**src/rtl/dcache_controller.sv**
```systemverilog
// Direct-mapped write-back, write-allocate data cache controller.
// 16 lines of 32-byte blocks, one outstanding block transfer at a time.
module dcache_controller (
    input  logic         clk_i,
    input  logic         rst_i,
    input  logic         cpu_req_i,
    input  logic         cpu_write_i,
    input  logic [31:0]  cpu_addr_i,
    input  logic [31:0]  cpu_data_i,
    output logic [31:0]  cpu_data_o,
    output logic         cpu_stall_o,
    output logic         mem_enable_o,
    output logic         mem_write_o,
    output logic [31:0]  mem_addr_o,
    output logic [255:0] mem_data_o,
    input  logic [255:0] mem_data_i,
    input  logic         mem_ack_i
);

    typedef enum logic [1:0] {
        IDLE,
        WRITEBACK,
        ALLOCATE,
        UPDATE
    } stateE;

    stateE state;
    stateE stateNext;

    logic [3:0]   index;
    logic [22:0]  tag;
    logic [2:0]   word;
    logic [7:0]   wordBit;

    logic         validQ [16];
    logic         dirtyQ [16];
    logic [22:0]  tagQ   [16];
    logic [255:0] dataQ  [16];

    logic         hit;
    logic         storeHit;
    logic         fill;
    logic [31:0]  hitWord;
    logic         unusedBits;

    assign index      = cpu_addr_i[8:5];
    assign tag        = cpu_addr_i[31:9];
    assign word       = cpu_addr_i[4:2];
    assign wordBit    = {word, 5'b0};
    assign unusedBits = ^cpu_addr_i[1:0];

    assign hit      = cpu_req_i & validQ[index] & (tagQ[index] == tag);
    assign storeHit = (state == IDLE) & hit & cpu_write_i;
    assign fill     = (state == ALLOCATE) & mem_ack_i;
    assign hitWord  = dataQ[index][wordBit +: 32];

    // State register; reset abandons any block transfer in flight
    always_ff @(posedge clk_i or posedge rst_i) begin
        if (rst_i) begin
            state <= IDLE;
        end else begin
            state <= stateNext;
        end
    end

    // Line status bits: cleared by reset, set by store hits and fills
    always_ff @(posedge clk_i or posedge rst_i) begin
        if (rst_i) begin
            for (int i = 0; i < 16; i++) begin
                validQ[i] <= 1'b0;
                dirtyQ[i] <= 1'b0;
            end
        end else begin
            if (storeHit) begin
                dirtyQ[index] <= 1'b1;
            end
            if (fill) begin
                validQ[index] <= 1'b1;
                dirtyQ[index] <= 1'b0;
            end
        end
    end

    // Tag and data storage; contents are meaningless until valid is set
    always_ff @(posedge clk_i) begin
        if (storeHit) begin
            dataQ[index][wordBit +: 32] <= cpu_data_i;
        end
        if (fill) begin
            tagQ[index]  <= tag;
            dataQ[index] <= mem_data_i;
        end
    end

    // Next-state: a miss writes back a dirty victim before fetching
    always_comb begin
        stateNext = state;
        unique case (state)
            IDLE: begin
                if (cpu_req_i && !hit) begin
                    if (validQ[index] && dirtyQ[index]) begin
                        stateNext = WRITEBACK;
                    end else begin
                        stateNext = ALLOCATE;
                    end
                end
            end
            WRITEBACK: begin
                if (mem_ack_i) begin
                    stateNext = ALLOCATE;
                end
            end
            ALLOCATE: begin
                if (mem_ack_i) begin
                    stateNext = UPDATE;
                end
            end
            UPDATE: begin
                stateNext = IDLE;
            end
        endcase
    end

    // Outputs: forced low while reset is held, bus driven only mid-transfer
    always_comb begin
        cpu_data_o   = '0;
        cpu_stall_o  = 1'b0;
        mem_enable_o = 1'b0;
        mem_write_o  = 1'b0;
        mem_addr_o   = '0;
        mem_data_o   = '0;
        if (!rst_i) begin
            unique case (state)
                IDLE: begin
                    cpu_stall_o = cpu_req_i & ~hit;
                    if (hit && !cpu_write_i) begin
                        cpu_data_o = hitWord;
                    end
                end
                WRITEBACK: begin
                    cpu_stall_o  = 1'b1;
                    mem_enable_o = 1'b1;
                    mem_write_o  = 1'b1;
                    mem_addr_o   = {tagQ[index], index, 5'b0};
                    mem_data_o   = dataQ[index];
                end
                ALLOCATE: begin
                    cpu_stall_o  = 1'b1;
                    mem_enable_o = 1'b1;
                    mem_addr_o   = {cpu_addr_i[31:5], 5'b0};
                end
                UPDATE: begin
                    cpu_stall_o = 1'b1;
                end
            endcase
        end
    end

endmodule

```
**config.mk**
```make
export PLATFORM = sky130hd
export DESIGN_NAME = dcache_controller
export DESIGN_NICKNAME = d
export VERILOG_FILES = /design/src/rtl/dcache_controller.sv
export SDC_FILE = /design/constraint.sdc
export NUM_CORES = 2
export LEC_CHECK = 0
export ABC_AREA = 1
export CAP_MARGIN = 40
export CORE_ASPECT_RATIO = 1.25
export CORE_MARGIN = 1
export CORE_UTILIZATION = 25
export CTS_CLUSTER_SIZE = 28
export DETAILED_ROUTE_END_ITERATION = 8
export GPL_TIMING_DRIVEN = 0
export PLACE_DENSITY = 0.49
export REMOVE_ABC_BUFFERS = 1
export SLEW_MARGIN = 40
export SYNTH_ARGS = -nofsm -noshare
export SYNTH_HDL_FRONTEND = slang
export SYNTH_MEMORY_MAX_BITS = 65536
export SYNTH_SLANG_ARGS = --single-unit
export TNS_END_PERCENT = 10
```
**constraint.sdc**
```tcl
create_clock -name clk_i -period 6.73 [get_ports clk_i]
set_input_delay 1.0095 -clock clk_i [delete_from_list [all_inputs] [get_ports clk_i]]
set_output_delay 1.0095 -clock clk_i [all_outputs]
set_load 0.01 [all_outputs]
```
==> flow_metrics.env <==
export IMPL_irDropWorstVdd_mv=0.2622
export IMPL_violations="DRC, setup timing"
export IMPL_cts_htree_levels=5
export IMPL_start_kind="input pin"
export IMPL_combPwrFrac_pct=13.0
export IMPL_insertion_delay_ns=1.08
export IMPL_final_cell_mix="4464 x edfxtp_1, 2288 x nand2_1, 2053 x a22oi_1"
export IMPL_cp_endpoint="cpu_data_o[28]"
export IMPL_tightest_slew_ns=0.9626
export IMPL_cts_tree="yes"
export IMPL_cp_arrival_ns=5.74
export IMPL_dpl_hpwl_mm=514.2
export IMPL_track_usage_pct=19.78
export IMPL_die_area_um2=701300
export IMPL_nNetsFinal=13695
export IMPL_ctsRootBufferMaster="clkbuf_16"
export IMPL_regToRegStartpoint="state[0]"
export IMPL_clock_sinks=4498
export IMPL_ys_seq_area_share_pct=77.32
export IMPL_routedWlPerCell_um=31.29
export IMPL_path_class="in -> out"
export IMPL_crit_path_start="cpu_addr_i[5]"
export IMPL_clkTransAtPathRegs_ns=0.07
export IMPL_clockBufferDepth=4
export IMPL_p_sw_share_pct=26.47
export IMPL_drc=198
export IMPL_rsz0062_at_grt="true"
export IMPL_outcome="finished with violations"
export IMPL_avgSynthCellArea_um2=14.39
export IMPL_fp_row_count=342
export IMPL_p_clk_share_pct=36.9
export IMPL_fin_crit_ns=6.745
export IMPL_ys_types=31
export IMPL_finalCritPeriodShare_pct=100.2
export IMPL_first_pass_iters=9
export IMPL_powerDensity_nw_per_um2=288.1
export IMPL_fillers=67742
export IMPL_ys_ff_latch=4498
export IMPL_start_util_pct=25.12
export IMPL_hp_class="reg -> reg"
export IMPL_power_frac_seq_pct=50.2
export IMPL_drv_cap=0
export IMPL_grt_max_degree=75
export IMPL_core_um2=694500
export IMPL_globalRoute_totalOverflow=0
export IMPL_intPower_uw=47580
export IMPL_multi_input_area_um2=39500
export IMPL_relSlewSlack_pct=35.67
export IMPL_routed_wl_mm=721.2
export IMPL_slew_violations=0
export IMPL_syn_inst=12127
export IMPL_cts_buffers=426
export IMPL_final_common_cell="edfxtp_1"
export IMPL_drtIter0Drc=13194
export IMPL_antenna_found_initial=53
export IMPL_yosysWarnings=0
export IMPL_skew_ns=0.1185
export IMPL_drive_gt1_share_pct=17.12
export IMPL_setup_viol=1
export IMPL_r2r_cells=11
export IMPL_grt_pass1_vias=109907
export IMPL_vias=115365
export IMPL_ant_nets=0
export IMPL_hold_viol_final=0
export IMPL_gp_congestion=0.7927
export IMPL_r2r_end="dataQ[2][117]"
export IMPL_endpoint_kind="output port"
export IMPL_fmax_mhz=148.3
export IMPL_syn_to_final_growth_pct=28.72
export IMPL_power_switching_uw=17130
export IMPL_rrSetupSlack_ns=2.10
export IMPL_die_h_um=936.0
export IMPL_required_ns=5.72
export IMPL_tns_ns=-0.01480
export IMPL_io_pins=648
export IMPL_layout_setup_ws_ns=-0.01480
export IMPL_worst_path_max_fanout=19
export IMPL_grt_pass1_wl_mm=962.8
export IMPL_viasPerCell=5.005
export IMPL_portBuffers=640
export IMPL_syn_area_um2=174500
export IMPL_place_ws_ns=-1.995
export IMPL_die_w_um=749.2
export IMPL_final_seq_area_um2=134900
export IMPL_p_leak_uw=0.07569
critical path: stages:
cell             delay, ns
buf_16                0.16
buf_16                0.13
buf_16                0.14
inv_16                0.07
buf_16                0.14
buf_16                0.13
nor2_4                0.13
clkbuf_16             0.17
buf_16                0.17
buf_16                0.17
buf_16                0.17
buf_16                0.16
buf_16                0.17
buf_12                0.18
a22oi_1               0.08
nand2_1               0.07
nand2_1               0.05
nand4_1               0.10
inv_1                 0.15
o21ai_4               0.48
nand3_1               0.16
a21oi_2               0.41
nand2_1               0.16
nor2_4                0.25
clkdlybuf4s50_1       0.59
cell type report:
cell class	instances	area share, %
Clock inverter	265	1.047
Antenna cell	43	0.04791
Clock buffer	519	4.940
Sequential cell	4498	60.06
Timing Repair inverter	2	0.007799
Inverter	195	0.3916
Tap cell	9288	5.174
Multi-Input combinational cell	6607	17.59
Timing Repair Buffer	1631	10.74
synth_stat cells (all sizes together):
library cell	number	area share, %
a21oi	869	2.5
a22oi	2054	8.8
and2	1	0.0036
o22ai	8	0.029
ha	9	0.065
nand3	232	0.67
nand4	120	0.47
dfrtp	34	0.49
o21bai	15	0.065
nor3	41	0.12
nand2	2307	5.0
clkbuf	506	1.1
o21ai	308	0.88
inv	174	0.37
edfxtp	4464	77
conb	1	0.0021
or2	80	0.29
nor4	112	0.40
clkinv	21	0.045
nor2	446	0.97
buf	325	0.92
power groups by stage:
stage | combinational, µW | sequential (µW) | clock (µW)
6_report | 8390 | 32500 | 23900
2_1_floorplan | 3450 | 33100 | 0
5_1_grt | 8760 | 32500 | 25100
3_5_place_dp | 8210 | 33100 | 0
4_1_cts | 8380 | 32500 | 24100
3_3_place_gp | 8020 | 33300 | 0
how the worst min path moves through the flow:
stage / cells past startpoint / slack [ns] / to / startpoint
floorplan: 2 / 0.42 / validQ[11] / validQ[11]
global placement: 2 / 0.44 / validQ[11] / validQ[11]
detailed placement: 2 / 0.44 / validQ[9] / validQ[9]
CTS: 2 / 0.40 / async pin / rst_i
global route: 1 / 0.47 / validQ[6] / validQ[6]
finish: 2 / 0.46 / validQ[9] / validQ[9]
cells by family after synthesis:
kind of cell    after synthesis  synth area share (%)
buf+inv                    1026                 2.428
flops                      4498                 77.32
simple gates               3339                 7.882
compound gates             3254                 12.31
other cells                   1              0.002149
fa+ha+maj                     9               0.06454
per-layer routing:
layer,up-vias,track usage [%],share of wire [%],wire [µm]
li1,49208,-,-,-
met1,60125,25.05,39,284200
met2,4968,31.04,46,329200
met3,1054,3.086,6.8,48900
met4,10,13.80,8.2,58950
met5,-,0,0.0072,52
repair_timing:
action                     in CTS  in global routing
pin swaps                      33                  9
resized for setup             149                 15
buffers inserted               39                  8
setup endpoints to repair     184                 27
hold buffers                    0                  0
gates cloned                   17                  1
metrics by stage:
stage               total power (µW)  cell area (µm²)  std cells  utilization (%)  hold slack, ns
detailed placement             41260           209400      22157            30.15          0.4442
CTS                            64980           224300      22997            32.30          0.4042
finish                         64710           224600      23048            32.34          0.4566
global route                   66350           224500      23012            32.33          0.4741
floorplan                      36550           171000      11300                -          0.4240
global placement               41330           189000      21228            27.22          0.4350
flip-flops by register name, summed over array words and instances, names as in the netlist, named ones only:
register	flops
validQ	16
tagQ	368
dataQ	4096
state	2
dirtyQ	1
No activity file was read; power rests on OpenSTA's default activity.
